### config.mk
export PLATFORM = sky130hd
export DESIGN_NAME = dff_pipe
export DESIGN_NICKNAME = d
export VERILOG_FILES = /design/src/rtl/dff_pipe.sv
export SDC_FILE = /design/constraint.sdc
export NUM_CORES = 1
export LEC_CHECK = 0
export ABC_AREA = 1
export BUFFER_PORTS_ARGS = -buffer_cell sky130_fd_sc_hd__buf_4
export CAP_MARGIN = 20
export CORE_MARGIN = 4
export CORE_UTILIZATION = 25
export CTS_BUF_LIST = sky130_fd_sc_hd__clkbuf_16
export CTS_CLUSTER_DIAMETER = 100
export DETAILED_ROUTE_END_ITERATION = 12
export GPL_TIMING_DRIVEN = 0
export PLACE_DENSITY = 0.54
export SYNTH_ARGS = -nofsm -noshare
export SYNTH_HDL_FRONTEND = slang
export SYNTH_SLANG_ARGS = --single-unit
### constraint.sdc
create_clock -name i_clk -period 2.7 [get_ports i_clk]
set_clock_uncertainty 0.1 [all_clocks]
set_input_delay 0.405 -clock i_clk [delete_from_list [all_inputs] [get_ports i_clk]]
set_output_delay 0.405 -clock i_clk [all_outputs]
set_load 0.02 [all_outputs]
### src/rtl/dff_pipe.sv
// dff_pipe: N-stage enabled register pipeline with a valid-bit chain,
// synchronous clear and a registered occupancy counter.
//
// Ports:
//   i_clk    rising-edge clock
//   i_rst_n  asynchronous active-low reset
//   i_clr    synchronous clear (wins over i_en)
//   i_en     advance enable; low holds every stage
//   i_valid  valid qualifier for i_data
//   i_data   stage-0 input data
//   o_data   last-stage data
//   o_valid  last-stage valid
//   o_taps   all stage data; bits [D*(k+1)-1 : D*k] = stage k
//   o_vtaps  per-stage valid bits; bit k = stage k
//   o_cnt    number of valid stages, 0..N
//   o_full   high when o_cnt == N
module dff_pipe #(
  parameter int unsigned D       = 16,
  parameter int unsigned N       = 4,
  parameter logic [D-1:0] RST_VAL = '0
) (
  input  logic                     i_clk,
  input  logic                     i_rst_n,
  input  logic                     i_clr,
  input  logic                     i_en,
  input  logic                     i_valid,
  input  logic [D-1:0]             i_data,
  output logic [D-1:0]             o_data,
  output logic                     o_valid,
  output logic [D*N-1:0]           o_taps,
  output logic [N-1:0]             o_vtaps,
  output logic [$clog2(N+1)-1:0]   o_cnt,
  output logic                     o_full
);

  localparam int unsigned CW = $clog2(N + 1);

  logic [D-1:0]  data_q [N];
  logic [N-1:0]  valid_q;
  logic [CW-1:0] cnt_q;
  logic          full_q;
  logic [CW-1:0] cnt_nxt_c;

  // Stage 0 captures the inputs.
  always_ff @(posedge i_clk or negedge i_rst_n) begin
    if (!i_rst_n) begin
      data_q[0]  <= RST_VAL;
      valid_q[0] <= 1'b0;
    end else if (i_clr) begin
      data_q[0]  <= RST_VAL;
      valid_q[0] <= 1'b0;
    end else if (i_en) begin
      data_q[0]  <= i_data;
      valid_q[0] <= i_valid;
    end
  end

  // Stages 1..N-1 shift from their predecessor; data moves even when invalid.
  for (genvar k = 1; k < N; k++) begin : g_stage
    always_ff @(posedge i_clk or negedge i_rst_n) begin
      if (!i_rst_n) begin
        data_q[k]  <= RST_VAL;
        valid_q[k] <= 1'b0;
      end else if (i_clr) begin
        data_q[k]  <= RST_VAL;
        valid_q[k] <= 1'b0;
      end else if (i_en) begin
        data_q[k]  <= data_q[k-1];
        valid_q[k] <= valid_q[k-1];
      end
    end
  end

  // Occupancy delta: +1 on entry, -1 on exit, unchanged when both or neither.
  always_comb begin
    cnt_nxt_c = cnt_q;
    if (i_valid && !valid_q[N-1]) begin
      cnt_nxt_c = cnt_q + CW'(1);
    end else if (!i_valid && valid_q[N-1]) begin
      cnt_nxt_c = cnt_q - CW'(1);
    end
  end

  // Counter and full flag, updated together so they stay coincident.
  always_ff @(posedge i_clk or negedge i_rst_n) begin
    if (!i_rst_n) begin
      cnt_q  <= '0;
      full_q <= 1'b0;
    end else if (i_clr) begin
      cnt_q  <= '0;
      full_q <= 1'b0;
    end else if (i_en) begin
      cnt_q  <= cnt_nxt_c;
      full_q <= (cnt_nxt_c == CW'(N));
    end
  end

  // Flatten stage registers onto the tap bus.
  for (genvar k = 0; k < N; k++) begin : g_taps
    assign o_taps[D*k +: D] = data_q[k];
  end

  assign o_data  = data_q[N-1];
  assign o_valid = valid_q[N-1];
  assign o_vtaps = valid_q;
  assign o_cnt   = cnt_q;
  assign o_full  = full_q;

  // The counter must always agree with the valid chain.
  a_cnt_popcount : assert property (@(posedge i_clk) disable iff (!i_rst_n)
    cnt_q == CW'($countones(valid_q)));
  a_full_match : assert property (@(posedge i_clk) disable iff (!i_rst_n)
    full_q == (cnt_q == CW'(N)));

endmodule

Yosys cells after proc, flatten, opt, wreduce, memory -nomap -nowiden

Cells that the tools add are included.

Eq/ne operators: 1
Add/subtract/negate cells: 2
Muxes and demuxes: 22
Reduce and logical (&&, ||, !) cells: 5

Operators by type and width:

| cell                | number |
|---|---|
| $mux 16             | 8 |
| $mux 3              | 4 |
| $mux 1              | 10 |
| $add 3x1->3 const B | 1 |
| $eq 3x3->1 const B  | 1 |
| $sub 3x1->3 const B | 1 |
| $logic_and 1x1->1   | 2 |
| $logic_not 1->1     | 2 |
| $reduce_bool 2->1   | 1 |

Logic and storage cells: 40
Flip-flop bits (word level): 72

Depth between registers and ports, before layout

Gate-level depths: netlist of the first run.

Depth after elaboration: 7
Mapped depth: 9

Worst setup path before layout of the first run

No wires, ideal clock.

Path type: reg-to-reg
Start: register cnt_q[0], in the netlist o_cnt[0]
End: register full_q, in the netlist o_full
Cell stages (with the launch flop): 10
Arrival: 1.267 ns
Data required time: 2.535 ns
Library setup time: 0.065 ns
Buffers on the path: 0
Setup slack: 1.269 ns
Clock period less this slack: 1.431 ns
Cell sequence: dfrtp_1 -> inv_1 -> ha_1 -> inv_1 -> nand2_1 -> nand2_1 -> nand2_1 -> nor2_1 -> nand2_1 -> nand2_1

Longest elaborated chain between the ends: 6
Elaborated cells on any way between the ends: 7
Those cells by class: add/sub: 2; eq/ne: 1; mux: 4

RTL lines:

| what                   | RTL line | source |
|---|---|---|
| from (decl)            | 40       | `logic [CW-1:0] cnt_q;` |
| from (signal assigned) | 93       | `cnt_q <= cnt_nxt_c;` |
| $sub 3x1->3            | 80       | `cnt_nxt_c = cnt_q - CW'(1);` |
| $mux 3                 | 79       | `end else if (!i_valid && valid_q[N-1]) begin` |
| $mux 3 (*)             | 77       | `if (i_valid && !valid_q[N-1]) begin` |
| $eq 3x3->1 (*)         | 94       | `full_q <= (cnt_nxt_c == CW'(N));` |
| $mux 1 (*)             | 92       | `end else if (i_en) begin` |
| $mux 1 (*)             | 89       | `end else if (i_clr) begin` |
| to (signal assigned)   | 94       |  |
| to (decl)              | 41       | `logic full_q;` |

Mark *: on every way between the ends. The rest lies on a longest branch, timed or not. The select of a mux whose other input is x is not followed.
A chain may end at the register's enable or synchronous reset.

Worst setup path in the final report of the first run

Start: register valid_q[3], in the netlist o_valid
End: output o_vtaps[3]

RTL lines:

| what                              | RTL line | source |
|---|---|---|
| from (decl)                       | 39       | `logic [N-1:0] valid_q;` |
| from (signal, indexed assignment) | 69       | `valid_q[k] <= valid_q[k-1];` |
| to (decl)                         | 31       | `output logic [N-1:0] o_vtaps,` |

No word-level cell between the ends.

==> impl_metrics.json, run 1 <==
{
  "status": "finished clean",
  "start_util_pct": 25.4,
  "cts_tree": "yes",
  "timing.critical_path.required_ns": 2.19,
  "drv_slew": 0,
  "drt_iter0_drc": 100,
  "hold_buffers": 0,
  "diodes": 0,
  "setup.worst_path.start": "o_valid$_DFFE_PN0P_",
  "rsz0062_at_grt": "false",
  "firstDrtPassIters": 4,
  "clkSinkCount": 72,
  "synth_fp_nets": 320,
  "p_sw_mw": 0.626,
  "synth_xor_area_share_pct": 0,
  "reg2reg_depth": 9,
  "combinationalPowerShare_pct": 10.6,
  "post-route-min-period_ns": 1.60,
  "port_buffers": 109,
  "die-area_um2": 14000,
  "antenna_found_initial": 0,
  "post_route_cells_drive_above_1_share_pct": 41.7,
  "numCtsBuffers": 9,
  "syn_inst": 297,
  "r2r_slack_ns": 1.22,
  "postCtsSetupRepairBufs": 0,
  "switching_share_pct": 24.6,
  "hpwlAfterDp_um": 6280,
  "synthDistinctLibCells": 18,
  "ant_nets": 0,
  "yosysTopAreaCell": "dfrtp_1",
  "p_per_area_nw_per_um2": 588,
  "grt_max_degree": 73,
  "setup_slack_ns": 1.10,
  "path_class": "reg -> out",
  "setup_tns_ns": 0,
  "internal-power_mw": 1.92,
  "synth_top_area_share_pct": 59.3,
  "pwr-share-seq_pct": 44.4,
  "dp_slack_ns": 1.19,
  "leakage_nw": 2.19,
  "track_usage_pct": 12.0,
  "fmax_mhz": 626,
  "routed_via_density": 4.12,
  "seq_area_frac_synth_pct": 59.3,
  "synthSimpleGateAreaFrac_pct": 8.15,
  "r2r_start": "o_cnt[0]$_DFFE_PN0P_",
  "num_rows": 40,
  "clk_pin_slew_ns": 0.06,
  "finalSetupViolCount": 0,
  "route.vias.total": 2347,
  "layout_commonest_cell": "buf_4",
  "worst_ep_arrival_time_ns": 1.09,
  "fin_nets": 440,
  "synth-seq-cells": 72,
  "grt_pass1_vias": 2368,
  "crit_fanout": 6,
  "die_h_um": 118,
  "synth_area_per_cell_um2": 10.2,
  "die_x_um": 118,
  "clkPwrFrac_pct": 44.9,
  "endpoint_kind": "output port",
  "synth_adder_area_share_pct": 0.823,
  "drc": 0,
  "post_drt_wl_per_cell_um": 14.4,
  "routed_wl_um": 8210,
  "syn2layout_area_growth_pct": 42.4,
  "yosys_warnings": 0,
  "hold_class": "in -> async",
  "overflow": 0,
  "ir_worst_vdd_mv": 0.225,
  "synth_top_family_by_area": "compound AO/OA/AOI/OAI gates",
  "synth_compound_area_share_pct": 16.0,
  "cts-htree-levels": 3,
  "design.portCount": 110,
  "gp_congestion": 0.811,
  "synthTopCellsByArea": "dfrtp_1, inv_1, o22ai_1",
  "synthMuxAreaShare_pct": 0,
  "syn-cell-area_um2": 3040,
  "critPathLaunchType": "flip-flop",
  "relSlewSlack_pct": 40.0,
  "post-route-period-util_pct": 59.2,
  "core_area_um2": 12000,
  "cap_violations": 0,
  "grt_pass1_wl_um": 12900,
  "layout_common_cells": "buf_4, dfrtp_1, inv_1",
  "cts-resized-gates": 0,
  "clockBufferDepth": 2,
  "finalHoldViolations": 0,
  "cts_root_buf": "clkbuf_16",
  "insertion_delay_ns": 0.33,
  "tightest_slew_ns": 0.901
}
worst max-delay path: stages, from the launching register on:
cell and delay, ns:
dfrtp_1 0.46, buf_4 0.16, buf_4 0.14
power groups by stage:
stage          registers, mW  logic [mW]  clock network (mW)
3_5_place_dp            1.15       0.276                   0
2_1_floorplan           1.19       0.103                   0
3_3_place_gp            1.15       0.273                   0
4_1_cts                 1.13       0.276                1.17
5_1_grt                 1.13       0.297                1.22
6_report                1.13       0.271                1.14
flip-flops by register name, summed over array words and instances, names as in the netlist:
signal   cells
o_full       1
o_valid      1
o_cnt        3
o_data      16
o_taps      48
o_vtaps      3
metrics by stage:
stage | std cells | utilization, % | power [mW] | cell area [um^2] | hold slack [ns]
2_1_floorplan | 297 | - | 1.29 | 3040 | 0.00941
3_3_place_gp | 553 | 33.8 | 1.42 | 4040 | 0.389
3_5_place_dp | 553 | 33.8 | 1.43 | 4040 | 0.407
4_1_cts | 569 | 36.2 | 2.58 | 4330 | 0.144
5_1_grt | 569 | 36.2 | 2.65 | 4330 | 0.172
6_report | 569 | 36.2 | 2.54 | 4330 | 0.0993
cell usage after synthesis (all sizes together):
| cell type | n |
|---|---|
| buf | 29 |
| dfrtp | 72 |
| ha | 2 |
| inv | 63 |
| nand2 | 50 |
| nand3 | 6 |
| nor2 | 4 |
| o21ai | 33 |
| o22ai | 37 |
| o31ai | 1 |
path summary, 6_finish.rpt:
kind,endpoint
max,o_vtaps[3]
min,o_data[10]$_DFFE_PN0P_
max reg2reg,o_full$_DFFE_PN0P_
min reg2reg,o_data[13]$_DFFE_PN0P_
max in group asynchronous,o_data[14]$_DFFE_PN0P_
min in group i_clk,o_taps[1]$_DFFE_PN0P_
layer usage:
metal | global-route usage (%) | vias up | wire, um
met3 | 2.97 | 15 | 418
met1 | 14.2 | 1097 | 3490
met4 | 6.37 | 0 | 198
li1 | - | 1175 | -
met2 | 20.0 | 60 | 4110
met5 | 0 | - | 0
cells by family after synthesis:
| logic type | Yosys count |
|---|---|
| and+or+nand+nor | 60 |
| AOI/OAI and AO/OA | 71 |
| adders and majority gates | 2 |
| buffers and inverters | 92 |
| DFF | 72 |
final cells by class:
cell class              count  area, um^2
flip-flops and latches     72        1800
clock inverters             7        62.6
well taps                 147         184
fillers                  1205        7630
inverters                  63         241
repair buffers            109         818
clock buffers               9         225
plain buffers              29         236
multi-input cells         133         761
No activity file was read; power rests on OpenSTA's default activity.
==> inputs of run 2 (changes only) <==
--- a/config.mk
+++ b/config.mk
@@ -14,7 +14,7 @@
 export CTS_CLUSTER_DIAMETER = 100
 export DETAILED_ROUTE_END_ITERATION = 12
 export GPL_TIMING_DRIVEN = 0
-export PLACE_DENSITY = 0.54
+export PLACE_DENSITY = 0.56
 export SYNTH_ARGS = -nofsm -noshare
 export SYNTH_HDL_FRONTEND = slang
 export SYNTH_SLANG_ARGS = --single-unit
==> constraint.sdc (replaced) <==
create_clock -name i_clk -period 1.42 [get_ports i_clk]
set_clock_uncertainty 0.1 [all_clocks]
set_input_delay 0.213 -clock i_clk [delete_from_list [all_inputs] [get_ports i_clk]]
set_output_delay 0.213 -clock i_clk [all_outputs]
set_load 0.02 [all_outputs]
==> run 2 against run 1 <==
- via count grew 2.8%
- worst hold slack got worse by 0.087 ns
- routed wire length up 1.4%
- first-iteration DRC count fell by 27%
- setup slack worse by 1.1 ns
- clock power is 65% higher
- power up 80%
- utilization increased by 0.73 points
- sequential share of layout area is 0.77 points lower
==> impl_metrics.json, run 2 (synthesis gave the netlist of run 1 again) <==
{
  "syn2layout_area_growth_pct": 45.3,
  "clockBufferDepth": 2,
  "insertion_delay_ns": 0.32,
  "placedInstanceArea_um2": 4040,
  "cap_violations": 0,
  "route.vias.total": 2412,
  "rsz0062_at_grt": "true",
  "largest_reg_flops": 48,
  "die-area_um2": 14000,
  "ir_worst_vdd_mv": 0.495,
  "leakage_nw": 2.22,
  "cts-htree-levels": 3,
  "drv_slew": 0,
  "post_drt_wl_per_cell_um": 14.4,
  "numCtsBuffers": 9,
  "hpwlAfterDp_um": 6330,
  "timing.critical_path.required_ns": 1.11,
  "p_per_area_nw_per_um2": 1040,
  "firstDrtPassIters": 4,
  "grt_max_degree": 73,
  "relSlewSlack_pct": 56.3,
  "die_x_um": 118,
  "reg2reg_depth": 10,
  "worst_ep_arrival_time_ns": 1.06,
  "finalHoldViolations": 0,
  "drc": 0,
  "worstHoldPathCells": 3,
  "drt_iter0_drc": 73,
  "finalSetupViolCount": 0,
  "setup_tns_ns": 0,
  "fin_nets": 452,
  "grt_pass1_vias": 2389,
  "cts_root_buf": "clkbuf_16",
  "layout_commonest_cell": "buf_4",
  "antenna_found_initial": 0,
  "clk_pin_slew_ns": 0.05,
  "overflow": 0,
  "diodes": 0,
  "design.portCount": 110,
  "track_usage_pct": 12.1,
  "routed_wl_um": 8330,
  "cts_tree": "yes",
  "routed_via_density": 4.17,
  "fmax_mhz": 727,
  "crit_fanout": 6,
  "core_area_um2": 12000,
  "clkSinkCount": 72,
  "critPathLaunchType": "flip-flop",
  "start_util_pct": 25.4,
  "path_class": "reg -> out",
  "status": "finished clean",
  "endpoint_kind": "output port",
  "ant_nets": 0,
  "post-route-cell-area_um2": 4420,
  "port_buffers": 109,
  "post_route_cells_drive_above_1_share_pct": 41.3,
  "num_rows": 40,
  "hold_class": "in -> reg",
  "post-route-min-period_ns": 1.38,
  "die_h_um": 118,
  "gp_congestion": 0.755,
  "layout_common_cells": "buf_4, dfrtp_1, inv_1",
  "tightest_slew_ns": 0.655,
  "grt_pass1_wl_um": 13200,
  "post-route-period-util_pct": 96.8
}
[run 2: changes by cell type in the layout (fill, tap and decap cells not counted), sizes merged]
cell and change:
dlygate4sd3 +10, buf +2, clkinvlp -2, bufinv -1, clkinv -1, inv +1
[run 2: power by group]
| group | internal (mW) | switching (mW) | total (mW) | leakage [nW] |
|---|---|---|---|---|
| Clock | 1.13 | 0.754 | 1.88 | 0.123 |
| Sequential | 2.11 | 0.0378 | 2.15 | 0.985 |
| Combinational | 0.225 | 0.329 | 0.554 | 1.12 |
| Total | 3.47 | 1.12 | 4.59 | 2.22 |
[run 2: worst paths after layout]
| kind | startpoint | end | slack, ns |
|---|---|---|---|
| worst max-delay path | o_valid$_DFFE_PN0P_ | o_vtaps[3] | 0.04 |
| worst min-delay path | i_data[8] | o_taps[8]$_DFFE_PN0P_ | 0.01 |
| worst max register to register | o_cnt[1]$_DFFE_PN0P_ | o_full$_DFFE_PN0P_ | 0.04 |
| worst min register to register | o_data[13]$_DFFE_PN0P_ | o_data[13]$_DFFE_PN0P_ | 0.41 |
| max in group asynchronous | i_rst_n | o_valid$_DFFE_PN0P_ | 0.36 |
| min in group asynchronous | i_rst_n | o_taps[45]$_DFFE_PN0P_ | 0.38 |
[run 2: layout make-up]
class / count / area (um^2)
repair buffers: 121 / 937
plain buffers: 29 / 236
inverters: 63 / 241
clock buffers: 9 / 225
clock inverters: 4 / 16.3
fillers: 1212 / 7540
multi-input cells: 133 / 773
flip-flops and latches: 72 / 1800
well taps: 147 / 184
[run 2: critical path, stage by stage (launching register included)]
cell,delay (ns)
dfrtp_2,0.45
buf_4,0.15
buf_4,0.14
[run 2: metrics by stage]
step	hold WS, ns	power (mW)	util (%)	std cells	worst slack [ns]
floorplan	-0.183	2.45	-	297	0.0470
global placement	0.297	2.71	33.8	553	0.0289
detailed placement	0.309	2.72	33.8	553	-0.00793
CTS	0.00520	4.64	36.7	576	0.00399
global route	0.00140	4.80	36.9	578	-0.0364
finish	0.0118	4.59	36.9	578	0.0450
[run 2: repair_timing]
item / CTS / global route
endpoints found under the setup margin: 1 / 75
gates cloned: 0 / 0
setup buffers: 0 / 2
hold endpoints to repair: 81 / 0
pin swaps: 0 / 0
resized for setup: 1 / 3
hold buffers: 10 / 0
[run 2: layer usage]
layer	track usage [%]	vias up	share of wire, %	routed length (um)
met5	0	-	0	0
met2	19.5	68	48	4020
li1	-	1195	-	-
met1	15.6	1134	45	3760
met4	5.86	0	2.6	218
met3	2.20	15	4.0	331
